### src/rtl/fetch_pkg.sv
// Shared types and constants for the instruction fetch stage.
package fetch_pkg;

    localparam int unsigned FETCH_ADDR_WIDTH = 16;
    localparam int unsigned FETCH_DATA_WIDTH = 32;
    localparam int unsigned FETCH_BUF_DEPTH  = 2;
    localparam int unsigned ROM_READ_LATENCY = 1;

    typedef struct packed {
        logic [FETCH_ADDR_WIDTH-1:0] pc;
        logic [FETCH_DATA_WIDTH-1:0] instr;
    } fetch_entry_t;

    // Buffered words plus the outstanding read, less this cycle's pop, must leave room
    // so that a read issued now always has a slot when it returns.
    function automatic logic fetch_has_room(input logic [1:0] count,
                                            input logic       inflight,
                                            input logic       pop);
        logic [2:0] occ;
        occ = {1'b0, count} + {2'b00, inflight} - {2'b00, pop};
        return occ < 3'(FETCH_BUF_DEPTH);
    endfunction

endpackage

### src/rtl/fetch_buffer_fifo.sv
// Two-entry shift FIFO holding fetched {pc, instr} pairs; head is a register.
module fetch_buffer_fifo
    import fetch_pkg::*;
#(
    parameter type entry_t = fetch_entry_t
) (
    input  logic       clock,
    input  logic       reset_n,
    input  logic       push_i,
    input  entry_t     push_entry_i,
    input  logic       pop_i,
    input  logic       flush_i,
    output logic [1:0] count_o,
    output entry_t     head_o
);

    entry_t     head_q, head_d;
    entry_t     tail_q, tail_d;
    logic [1:0] count_q, count_d;

    always_comb begin
        head_d  = head_q;
        tail_d  = tail_q;
        count_d = count_q;
        // A flush drops everything, including a head that is popped in the same cycle.
        if (flush_i) begin
            count_d = '0;
        end else begin
            unique case ({push_i, pop_i})
                2'b10: begin
                    if (count_q == 2'd0) head_d = push_entry_i;
                    else                 tail_d = push_entry_i;
                    count_d = count_q + 2'd1;
                end
                2'b01: begin
                    head_d  = tail_q;
                    count_d = count_q - 2'd1;
                end
                2'b11: begin
                    if (count_q == 2'd1) begin
                        head_d = push_entry_i;
                    end else begin
                        head_d = tail_q;
                        tail_d = push_entry_i;
                    end
                end
                default: ;
            endcase
        end
    end

    always_ff @(posedge clock) begin
        if (!reset_n) begin
            head_q  <= '0;
            tail_q  <= '0;
            count_q <= '0;
        end else begin
            head_q  <= head_d;
            tail_q  <= tail_d;
            count_q <= count_d;
        end
    end

    assign count_o = count_q;
    assign head_o  = head_q;

endmodule

### src/rtl/instr_fetch_unit.sv
// Fetch stage: drives the synchronous ROM address, captures the returned word and
// hands {pc, instr} to decode over valid/ready, with branch redirect and flush.
module instr_fetch_unit
    import fetch_pkg::*;
#(
    parameter int unsigned                DATA_WIDTH = 32,
    parameter int unsigned                ADDR_WIDTH = 16,
    parameter logic [ADDR_WIDTH-1:0]      RESET_PC   = '0
) (
    input  logic                  clock,
    input  logic                  reset_n,
    output logic [ADDR_WIDTH-1:0] rom_address,
    input  logic [DATA_WIDTH-1:0] rom_q,
    input  logic                  redirect_valid,
    input  logic [ADDR_WIDTH-1:0] redirect_pc,
    output logic                  out_valid,
    input  logic                  out_ready,
    output logic [DATA_WIDTH-1:0] out_instr,
    output logic [ADDR_WIDTH-1:0] out_pc
);

    typedef struct packed {
        logic [ADDR_WIDTH-1:0] pc;
        logic [DATA_WIDTH-1:0] instr;
    } entry_t;

    logic [ADDR_WIDTH-1:0]       pc_q, pc_d;
    logic [ADDR_WIDTH-1:0]       inflight_pc_q, inflight_pc_d;
    logic [ROM_READ_LATENCY-1:0] inflight_q, inflight_d;

    logic       pop, push, issue;
    logic [1:0] count;
    entry_t     head, push_entry;

    // rom_address depends only on reset, redirect and pc_q, never on out_ready.
    assign rom_address = !reset_n       ? RESET_PC    :
                         redirect_valid ? redirect_pc : pc_q;

    assign out_valid  = (count != 2'd0);
    assign pop        = out_valid && out_ready;
    assign issue      = reset_n && (redirect_valid || fetch_has_room(count, |inflight_q, pop));
    assign push       = (|inflight_q) && !redirect_valid;
    assign push_entry = '{pc: inflight_pc_q, instr: rom_q};

    always_comb begin
        pc_d          = pc_q;
        inflight_pc_d = inflight_pc_q;
        inflight_d    = '0;
        if (issue) begin
            inflight_d    = '1;
            inflight_pc_d = rom_address;
            pc_d          = rom_address + ADDR_WIDTH'(1);
        end
    end

    always_ff @(posedge clock) begin
        if (!reset_n) begin
            pc_q          <= RESET_PC;
            inflight_pc_q <= '0;
            inflight_q    <= '0;
        end else begin
            pc_q          <= pc_d;
            inflight_pc_q <= inflight_pc_d;
            inflight_q    <= inflight_d;
        end
    end

    fetch_buffer_fifo #(
        .entry_t (entry_t)
    ) u_buf (
        .clock        (clock),
        .reset_n      (reset_n),
        .push_i       (push),
        .push_entry_i (push_entry),
        .pop_i        (pop),
        .flush_i      (redirect_valid),
        .count_o      (count),
        .head_o       (head)
    );

    assign out_instr = head.instr;
    assign out_pc    = head.pc;

endmodule

### config.mk
export PLATFORM = sky130hd
export DESIGN_NAME = instr_fetch_unit
export DESIGN_NICKNAME = d
export VERILOG_FILES = /design/src/rtl/fetch_pkg.sv /design/src/rtl/fetch_buffer_fifo.sv /design/src/rtl/instr_fetch_unit.sv
export SDC_FILE = /design/constraint.sdc
export NUM_CORES = 1
export LEC_CHECK = 0
export CAP_MARGIN = 20
export CORE_MARGIN = 4
export CORE_UTILIZATION = 30
export CTS_BUF_LIST = sky130_fd_sc_hd__clkbuf_4 sky130_fd_sc_hd__clkbuf_8 sky130_fd_sc_hd__clkbuf_16
export DETAILED_ROUTE_END_ITERATION = 12
export GPL_TIMING_DRIVEN = 0
export PLACE_DENSITY = 0.59
export REMOVE_ABC_BUFFERS = 1
export SETUP_SLACK_MARGIN = 0.05
export SLEW_MARGIN = 10
export SYNTH_ARGS = -nofsm -noshare
export SYNTH_HDL_FRONTEND = slang
export SYNTH_SLANG_ARGS = --single-unit
### constraint.sdc
create_clock -name clock -period 2.46 [get_ports clock]
set_input_delay 0.492 -clock clock [delete_from_list [all_inputs] [get_ports clock]]
set_output_delay 0.492 -clock clock [all_outputs]
set_load 0.1 [all_outputs]
==> impl_metrics.py <==
metrics = {
    "status": {
        "outcome": "completed",
    },
    "sta": {
        "finClkSkew_ns": 0.00714,
        "setup_viol": 0,
        "final.min_clock_period_ns": 2.45,
        "rsz0062_at_grt": "true",
        "relSlewSlack": 0.314,
        "max_clock_freq_mhz": 408,
        "post-route-period-util": 0.996,
        "worstMarginPinSlew_ns": 1.03,
        "slew_violations": 0,
        "setup_tns_ns": 0,
        "hold_viol_final": 0,
    },
    "cts": {
        "insertion_delay_ns": 0.41,
        "cts_buffers": 17,
        "hold_buffers": 0,
        "htree_levels": 4,
        "cts_sinks": 131,
        "path_clk_slew_ns": 0.06,
        "cts_tree": "yes",
        "cts-root-buf": "clkbuf_16",
        "ctsLongestPathBuffers": 2,
    },
    "power": {
        "swShare": 0.342,
        "pwr-share-seq": 0.331,
        "intPower_mw": 4.76,
        "p_clk_frac": 0.401,
        "cellPowerDensity_mw_per_mm2": 903,
        "p_sw_mw": 2.48,
        "p_comb_frac": 0.268,
        "p_leak_nw": 3.49,
        "peakVddDrop_v": 0.000441,
    },
    "cells_and_area": {
        "finalCoreUtilization": 0.443,
        "syn_to_final_growth_pct": 44.0,
        "fin_cells": 1029,
        "n_antenna_cell": 0,
        "drive_gt1_frac": 0.160,
        "final_cell_mix": "nand2_1, dfxtp_1, nor2_1, a21oi_1, clkdlybuf4s50_1",
        "seq_area_mm2": 0.00263,
        "multi_input_area_mm2": 0.00281,
        "final_nets": 847,
        "fillers": 1764,
    },
    "grt": {
        "grt_pass1_vias": 4860,
        "antenna_found_initial": 0,
        "grt_max_degree": 58,
        "overflow": 0,
        "grt_use_total": 0.157,
        "grt_pass1_wl_um": 25900,
    },
    "synth": {
        "async_flop_share": 0,
        "synth_cells": 668,
        "yosysUniqueCellTypes": 46,
        "syn_area_mm2": 0.00557,
        "avgSynthCellArea_um2": 8.34,
        "synth_edf_count": 0,
        "ys_ff_latch": 131,
        "yosysSeqAreaShare": 0.471,
        "synth_flop_cell": "dfxtp_1",
        "ys_warn_count": 0,
    },
    "placement": {
        "dp_hpwl_um": 10500,
        "gp_congestion": 0.769,
        "numPlacedInstances": 973,
        "placement.io_buffers": 116,
    },
    "worst_setup_path": {
        "max_stage_delay_ns": 0.41,
        "start_kind": "register",
        "cp_top_family": "adder cells",
        "slowest_stage": "fa_2",
        "crit_chain": "inv_4 > ha_4 > inv_4 > nand2_4 > inv_4 > ha_4 > nor2b_2 > fa_2 > xnor2_4 > o21bai_4 > nand2_4 > clkinv_8 > and2_4 > mux2i_1 > nand2_1",
        "critPathBufInv": 4,
        "cp-end-kind": "register",
        "critical_path_arrival_ns": 2.75,
        "worstPathMaxFanout": 5,
        "reg2reg_setup_slack_ns": 0.01,
        "path_common_cell": "inv_4",
        "crit_type": "reg2reg",
        "required_ns": 2.76,
    },
    "drt": {
        "routed.top_layer": "met4",
        "drt_wl_total_um": 16500,
        "first_pass_iters": 6,
        "vias_per_cell": 5.06,
        "wl_per_cell_um": 16.1,
        "num_vias": 5205,
        "wl_met2_um": 7510,
        "met3_length_um": 995,
        "wl_met1_um": 7840,
        "ant_nets": 0,
        "drt_iter0_markers": 242,
        "drcViolationCount": 0,
    },
    "die": {
        "top_level_ports": 117,
        "die_area_mm2": 0.0208,
        "die_y_um": 144,
        "core_mm2": 0.0181,
        "start_util": 0.308,
        "fp-row-count": 49,
        "die_w_um": 144,
    },
    "run": {
        "maxCapViolations": 0,
    },
    "min_path": {
        "hp-class": "reg2reg",
    },
}
worst register-to-register path, cell delays in order, from the launching register on:
cell,delay [ns]
dfxtp_4,0.35
inv_4,0.06
ha_4,0.14
inv_4,0.04
nand2_4,0.07
inv_4,0.05
ha_4,0.25
nor2b_2,0.04
fa_2,0.41
xnor2_4,0.23
o21bai_4,0.11
nand2_4,0.14
clkinv_8,0.08
and2_4,0.16
mux2i_1,0.14
nand2_1,0.07
repair_timing:
item                                    in CTS  in global routing
endpoints found under the hold margin        0                  0
setup buffers                               16                  7
endpoints found under the setup margin     150                 65
gates resized for setup                    131                 53
gates cloned                                 1                  0
pin swaps                                   11                  3
cells in the mapped netlist, types with 10 or more instances:
master    count  area, µm²
nand3_1      10       50.1
nor3_1       49        245
nand2_1     132        495
a21oi_1      59        295
a221oi_1     48        420
mux2i_1      13        130
clkbuf_1     23       86.3
o21ai_0      16       80.1
inv_1        12       45.0
dfxtp_1     131       2620
nor2_1       64        240
buf_2        16       80.1
per-stage QoR:
stage          total power [mW]  hold slack (ns)  worst slack (ns)  instance area [µm²]
6_report                   7.24            0.449            0.0107                 8020
5_1_grt                    7.56            0.461           -0.0850                 8020
4_1_cts                    7.31            0.435            0.0259                 7890
3_5_place_dp               4.30            0.443             -1.84                 7010
3_3_place_gp               4.24            0.436             -3.65                 6770
2_1_floorplan              3.73            0.425             -1.39                 5320
final cells by class:
cell class	count	share of cell area
Sequential cell	131	0.328
Tap cell	229	0.0357
Clock buffer	17	0.0530
Inverter	14	0.00967
Clock inverter	15	0.0318
Multi-Input combinational cell	471	0.350
Timing Repair Buffer	152	0.192
logic make-up after synthesis:
| group | synth area share |
|---|---|
| AO/OA/AOI/OAI | 0.181 |
| XOR/XNOR | 0.0236 |
| adder cells (fa/ha/maj) | 0.0193 |
| buffers and inverters | 0.0535 |
| flip-flops | 0.471 |
| multiplexers | 0.0315 |
| AND/OR/NAND/NOR | 0.220 |
sequential cells by signal, indices dropped and copies added (netlist names):
register       count
u_buf.count_o      2
pc_q              16
inflight_q         1
inflight_pc_q     16
u_buf.tail_q      48
u_buf.head_o      48
power groups by stage:
stage / clock network (mW) / logic, mW / registers [mW]
final: 2.90 / 1.94 / 2.40
after global routing: 3.09 / 2.05 / 2.42
after CTS: 2.98 / 1.93 / 2.40
after detailed placement: 0 / 1.85 / 2.45
after global placement: 0 / 1.80 / 2.44
after floorplan: 0 / 0.624 / 3.10
final timing paths:
kind	endpoint	from	cells past startpoint
hold reg to reg	pc_q[14]$_SDFFE_PN0P_	pc_q[14]$_SDFFE_PN0P_	2
setup reg to reg	pc_q[15]$_SDFFE_PN0P_	u_buf.count_o[1]$_SDFFE_PP0P_	15
setup / recovery	pc_q[15]$_SDFFE_PN0P_	u_buf.count_o[1]$_SDFFE_PP0P_	15
hold / removal	pc_q[14]$_SDFFE_PN0P_	pc_q[14]$_SDFFE_PN0P_	2
routing by layer:
metal / up-vias / global-route usage
met1: 2444 / 0.218
met5: - / 0
met2: 156 / 0.240
li1: 2590 / -
met3: 15 / 0.0430
met4: 0 / 0.0481
No activity file was read; power rests on OpenSTA's default activity.
